File: src/rtl/pipe_adder_nbit_if.sv
// Operand/result handshake bundle for the segmented pipelined adder.
// slave = adder side, master = producer/consumer side.
interface pipe_adder_nbit_if #(
    parameter int WIDTH = 16
);
    logic             in_valid;
    logic             in_ready;
    logic [WIDTH-1:0] a;
    logic [WIDTH-1:0] b;
    logic             cin;
    logic             out_valid;
    logic             out_ready;
    logic [WIDTH-1:0] sum;
    logic             cout;
    logic             ovf;

    modport slave (
        input  in_valid,
        input  a,
        input  b,
        input  cin,
        input  out_ready,
        output in_ready,
        output out_valid,
        output sum,
        output cout,
        output ovf
    );

    modport master (
        output in_valid,
        output a,
        output b,
        output cin,
        output out_ready,
        input  in_ready,
        input  out_valid,
        input  sum,
        input  cout,
        input  ovf
    );
endinterface

File: src/rtl/pipe_adder_nbit.sv
// Carry-segmented pipelined adder: one SEG-bit ripple segment per stage.
// Global stall on output backpressure; outputs come straight from flops.
module pipe_adder_nbit #(
    parameter int WIDTH = 16,
    parameter int SEG   = 4
) (
    input  logic             clk,
    input  logic             rst_n,
    pipe_adder_nbit_if.slave bus
);
    localparam int NSTG = WIDTH / SEG;

    logic w_stall;

    for (genvar k = 0; k < NSTG; k++) begin : g_stg
        localparam int LOW = (k + 1) * SEG;
        localparam int HIW = WIDTH - LOW;

        logic [SEG-1:0] w_sa;
        logic [SEG-1:0] w_sb;
        logic [SEG-1:0] w_s;
        logic           w_ci;
        logic           w_co;
        logic           w_vin;
        logic [LOW-1:0] w_lo;

        logic           r_vld;
        logic [LOW-1:0] r_sum;
        logic           r_c;

        if (k == 0) begin : g_src
            assign w_sa  = bus.a[SEG-1:0];
            assign w_sb  = bus.b[SEG-1:0];
            assign w_ci  = bus.cin;
            assign w_vin = bus.in_valid;
            assign w_lo  = w_s;
        end else begin : g_src
            assign w_sa  = g_stg[k-1].g_op.r_ha[SEG-1:0];
            assign w_sb  = g_stg[k-1].g_op.r_hb[SEG-1:0];
            assign w_ci  = g_stg[k-1].r_c;
            assign w_vin = g_stg[k-1].r_vld;
            assign w_lo  = {w_s, g_stg[k-1].r_sum};
        end

        assign {w_co, w_s} = {1'b0, w_sa}
                           + {1'b0, w_sb}
                           + {{SEG{1'b0}}, w_ci};

        // Data only loads on a valid beat so the
        // output keeps its last result across bubbles.
        always_ff @(posedge clk or negedge rst_n) begin
            if (!rst_n) begin
                r_vld <= 1'b0;
                r_sum <= '0;
                r_c   <= 1'b0;
            end else if (!w_stall) begin
                r_vld <= w_vin;
                if (w_vin) begin
                    r_sum <= w_lo;
                    r_c   <= w_co;
                end
            end
        end

        if (k < NSTG - 1) begin : g_op
            logic [HIW-1:0] w_ha;
            logic [HIW-1:0] w_hb;
            logic [HIW-1:0] r_ha;
            logic [HIW-1:0] r_hb;

            if (k == 0) begin : g_in
                assign w_ha = bus.a[WIDTH-1:SEG];
                assign w_hb = bus.b[WIDTH-1:SEG];
            end else begin : g_in
                assign w_ha =
                    g_stg[k-1].g_op.r_ha[HIW+SEG-1:SEG];
                assign w_hb =
                    g_stg[k-1].g_op.r_hb[HIW+SEG-1:SEG];
            end

            always_ff @(posedge clk or negedge rst_n) begin
                if (!rst_n) begin
                    r_ha <= '0;
                    r_hb <= '0;
                end else if (!w_stall && w_vin) begin
                    r_ha <= w_ha;
                    r_hb <= w_hb;
                end
            end
        end else begin : g_tail
            logic w_cmsb;
            logic r_ovf;

            // Carry into the MSB recovered from its sum bit.
            assign w_cmsb = w_s[SEG-1] ^ w_sa[SEG-1]
                          ^ w_sb[SEG-1];

            always_ff @(posedge clk or negedge rst_n) begin
                if (!rst_n) begin
                    r_ovf <= 1'b0;
                end else if (!w_stall && w_vin) begin
                    r_ovf <= w_cmsb ^ w_co;
                end
            end
        end
    end

    assign w_stall      = g_stg[NSTG-1].r_vld
                        && !bus.out_ready;
    assign bus.in_ready = !w_stall;

    assign bus.out_valid = g_stg[NSTG-1].r_vld;
    assign bus.sum       = g_stg[NSTG-1].r_sum;
    assign bus.cout      = g_stg[NSTG-1].r_c;
    assign bus.ovf       = g_stg[NSTG-1].g_tail.r_ovf;
endmodule
File: src/flat_wrapper.sv
// flat-port wrapper written by rule: the top's interface ports become plain ports
module pipe_adder_nbit_flat 
#(
    parameter int WIDTH = 16,
    parameter int SEG   = 4
)
  (clk, rst_n, bus_in_valid, bus_a, bus_b, bus_cin, bus_out_ready, bus_in_ready, bus_out_valid, bus_sum, bus_cout, bus_ovf);
  pipe_adder_nbit_if #(.WIDTH(WIDTH)) bus_i ();
  input  logic clk;
  input  logic rst_n;
  input wire logic [$bits(bus_i.in_valid)-1:0] bus_in_valid;
  input wire logic [$bits(bus_i.a)-1:0] bus_a;
  input wire logic [$bits(bus_i.b)-1:0] bus_b;
  input wire logic [$bits(bus_i.cin)-1:0] bus_cin;
  input wire logic [$bits(bus_i.out_ready)-1:0] bus_out_ready;
  output wire logic [$bits(bus_i.in_ready)-1:0] bus_in_ready;
  output wire logic [$bits(bus_i.out_valid)-1:0] bus_out_valid;
  output wire logic [$bits(bus_i.sum)-1:0] bus_sum;
  output wire logic [$bits(bus_i.cout)-1:0] bus_cout;
  output wire logic [$bits(bus_i.ovf)-1:0] bus_ovf;
  assign bus_i.in_valid = bus_in_valid;
  assign bus_i.a = bus_a;
  assign bus_i.b = bus_b;
  assign bus_i.cin = bus_cin;
  assign bus_i.out_ready = bus_out_ready;
  assign bus_in_ready = bus_i.in_ready;
  assign bus_out_valid = bus_i.out_valid;
  assign bus_sum = bus_i.sum;
  assign bus_cout = bus_i.cout;
  assign bus_ovf = bus_i.ovf;
  pipe_adder_nbit #(.WIDTH(WIDTH), .SEG(SEG)) u_core (.clk(clk), .rst_n(rst_n), .bus(bus_i));
endmodule
File: config.mk
export PLATFORM = sky130hd
export DESIGN_NAME = pipe_adder_nbit_flat
export DESIGN_NICKNAME = d
export VERILOG_FILES = /design/src/rtl/pipe_adder_nbit_if.sv /design/src/rtl/pipe_adder_nbit.sv /design/src/flat_wrapper.sv
export SDC_FILE = /design/constraint.sdc
export NUM_CORES = 1
export LEC_CHECK = 0
export CAP_MARGIN = 20
export CORE_MARGIN = 2
export CORE_UTILIZATION = 37
export CTS_CLUSTER_DIAMETER = 200
export DETAILED_ROUTE_END_ITERATION = 12
export PLACE_DENSITY = 0.58
export SLEW_MARGIN = 20
export SYNTH_ARGS = -nofsm -noshare
export SYNTH_HDL_FRONTEND = slang
export SYNTH_SLANG_ARGS = --single-unit
File: constraint.sdc
create_clock -name clk -period 2.45 [get_ports clk]
set_input_delay 0.245 -clock clk [delete_from_list [all_inputs] [get_ports clk]]
set_output_delay 0.245 -clock clk [all_outputs]
set_load 0.01 [all_outputs]
==> impl_metrics.yaml <==
synthesis:
  synth_top_area_frac: 0.538
  synth_top_cell_by_area: "dfrtp_1"
  netlist_instances: 289
  avgSynthCellArea_sq_um: 15.6
  synth_fp_nets: 346
  ys_top_cells_by_count: "dfrtp_1, mux2_4, nand2_1"
  yosys_warnings: 0
  synth_edf_count: 0
  yosys-top-cells-area: "dfrtp_1, mux2_4, fa_1"
  ys_ff_latch: 97
  synth.distinct_cells: 26
  synth_async_sr_flop_share: 1.00
  ys_seq_area_frac: 0.538
  synth_ff_type: "dfrtp_1"
  yosysMostFrequentCell: "dfrtp_1"
  synth_area_sq_um: 4510
die:
  die_h_microns: 114
  fp.dieW_microns: 114
  initial_core_util: 0.377
  die_area_sq_um: 13100
  core_sq_um: 12000
  fp-row-count: 40
  pin_count: 57
timing:
  setup_viol: 0
  tns_ns: 0
  rsz0062_at_grt: "no"
  worst_slew_pin_slew_ns: 0.786
  drv_slew: 0
  whs_ns: -0.0280
  final_hold_viol_count: 20
  fin_crit_sh: 0.774
  finClkSkew_ns: 0.00509
  slew_headroom: 0.476
  period_needed_ns: 1.90
  fmaxAchievable_ghz: 0.527
critical_path:
  cp.required_ns: 2.66
  crit_path_max_incr_delay_ns: 0.38
  path_max_fanout: 2
  cpMaxStageDelayCell: "dfrtp_1"
  rr_worst_depth: 8
  worstSetupStartpointType: "register"
  crit_buf_inv: 1
  rr_endpoint: "u_core.bus.ovf$_DFFE_PN0P_"
  crit_arrival_ns: 2.11
  endpoint_kind: "register"
  crit_chain: "fa_1 > inv_1 > fa_1 > nand2b_1 > a21oi_1 > xnor2_1 > xnor2_1 > o21ai_0"
  rr_startpoint: "u_core.g_stg[2].g_op.r_ha[0]$_DFFE_PN0P_"
  crit_type: "register to register"
  ff2ff_setup_slack_ns: 0.55
  crit_family: "adder cells"
power_and_ir_drop:
  vdd_drop_max_v: 0.000352
  powerDensity_nw_per_um2: 1310
  total_power_w: 0.00710
  power_leakage_nw: 2.58
detailed_routing:
  drt_iter0_drc: 86
  first_pass_iters: 4
  postRouteWirelength_mm: 7.08
  vias_per_cell: 4.56
  ant_nets: 0
  vias: 2280
  wire_per_inst_microns: 14.2
  drc: 0
clock_tree:
  tritoncts: "done"
  cts_resized: 0
  cts_setup_buffers: 0
  cts_buffer_depth: 2
  htreeDepth: 3
  cts_sinks: 97
  numCtsBuffers: 9
  insertion_delay_ns: 0.34
  hold_buffers: 0
  path_clk_slew_ns: 0.07
  cts_root_buffer: "clkbuf_16"
layout:
  diodes: 0
  syn_to_final_growth_pct: 19.9
  drive_above_1_share: 0.295
  num-nets-final: 405
  instances_no_fill: 500
hold_path:
  holdCritPathClass: "primary input to asynchronous set/reset pin"
placement:
  io_buffers: 56
  hpwl_mm: 4.85
  placed_cells: 484
  place_congestion: 0.719
outcome:
  violations: "negative hold slack"
  status: "complete, but fails checks"
grt:
  antenna_found_initial: 0
  grt_max_degree: 64
  track_usage: 0.119
  gr-total-overflow: 0
  grt_pass1_vias: 2277
  grt_first_pass_wirelength_mm: 12.0
run:
  maxCapViolCount: 0
-- power by group --
group          switching (W)  internal, W
logic                0.00114      0.00185
clock network       0.000592     0.000738
registers           0.000459      0.00233
-- layout by cell type (no fill, tap or decap) --
cell type,synthesis,final
dfrtp_1,97,97
mux2_4,67,67
clkdlybuf4s50_1,0,55
nand2_1,19,19
o21ai_0,14,14
inv_1,13,13
ha_1,12,12
mux2_2,11,11
clkbuf_16,0,9
fa_1,8,8
xnor2_1,6,6
a21o_1,6,6
a21oi_1,6,6
xor2_1,5,5
nor2_1,3,3
clkinv_2,0,3
buf_4,0,3
nand2_8,2,2
nand2_4,2,2
nand2b_1,2,2
clkinvlp_4,0,2
clkbuf_8,0,2
nor2b_4,1,1
inv_8,1,1
a21oi_2,1,1
a211oi_1,1,1
nor2b_1,1,1
a22oi_1,1,1
-- worst register-to-register path, stage by stage (launching register included) --
cell and delay (ns):
dfrtp_1 0.38, fa_1 0.21, inv_1 0.06, fa_1 0.38, nand2b_1 0.16, a21oi_1 0.20, xnor2_1 0.16, xnor2_1 0.13
o21ai_0 0.08
-- cell families after synthesis --
kind of cell | synth area share
compound gates | 0.0374
xor+xnor | 0.0214
fa+ha+maj | 0.0688
buf+inv | 0.0444
flops | 0.538
mux | 0.250
simple gates | 0.0394
-- worst max-delay path by stage --
stage               cells after the start  slack (ns)                               to                                      from
floorplan                               8        0.69       u_core.bus.ovf$_DFFE_PN0P_  u_core.g_stg[2].g_op.r_hb[0]$_DFFE_PN0P_
global placement                        6        0.32  u_core.g_stg[0].r_c$_DFFE_PN0P_                                   bus_cin
detailed placement                      6        0.28  u_core.g_stg[0].r_c$_DFFE_PN0P_                                   bus_cin
CTS                                     8        0.52       u_core.bus.ovf$_DFFE_PN0P_  u_core.g_stg[2].g_op.r_ha[0]$_DFFE_PN0P_
global route                            8        0.43       u_core.bus.ovf$_DFFE_PN0P_  u_core.g_stg[2].g_op.r_hb[0]$_DFFE_PN0P_
finish                                  8        0.55       u_core.bus.ovf$_DFFE_PN0P_  u_core.g_stg[2].g_op.r_ha[0]$_DFFE_PN0P_
-- routing by layer --
metal	track usage	wire, microns
met5	0	0
met4	0.0561	114
met3	0.0254	245
met2	0.174	3200
met1	0.169	3510
-- state kept, by name, summed over array words and instances, names as in the netlist, 3 cells and up --
register,cells
u_core.g_stg.g_op.r_hb,24
u_core.g_stg.g_op.r_ha,24
u_core.g_stg.r_vld,3
u_core.bus.sum,16
u_core.g_stg.r_c,3
u_core.g_stg.r_sum,24
-- through the flow --
step                      instance area (sq um)   util  setup slack, ns
after floorplan                            4510      -            0.692
after global placement                     5130  0.429            0.320
after detailed placement                   5130  0.429            0.284
after CTS                                  5410  0.452            0.519
after global routing                       5410  0.452            0.428
final                                      5410  0.452            0.554
-- cell type report --
class | count | area [sq um]
fill | 1061 | 6550
sequential | 97 | 2430
multi-input combinational | 168 | 1880
timing repair buffer | 58 | 573
clock buffer | 11 | 253
tap | 147 | 184
inverter | 14 | 60.1
clock inverter | 5 | 30.0
(Power assumes the default switching activity.)
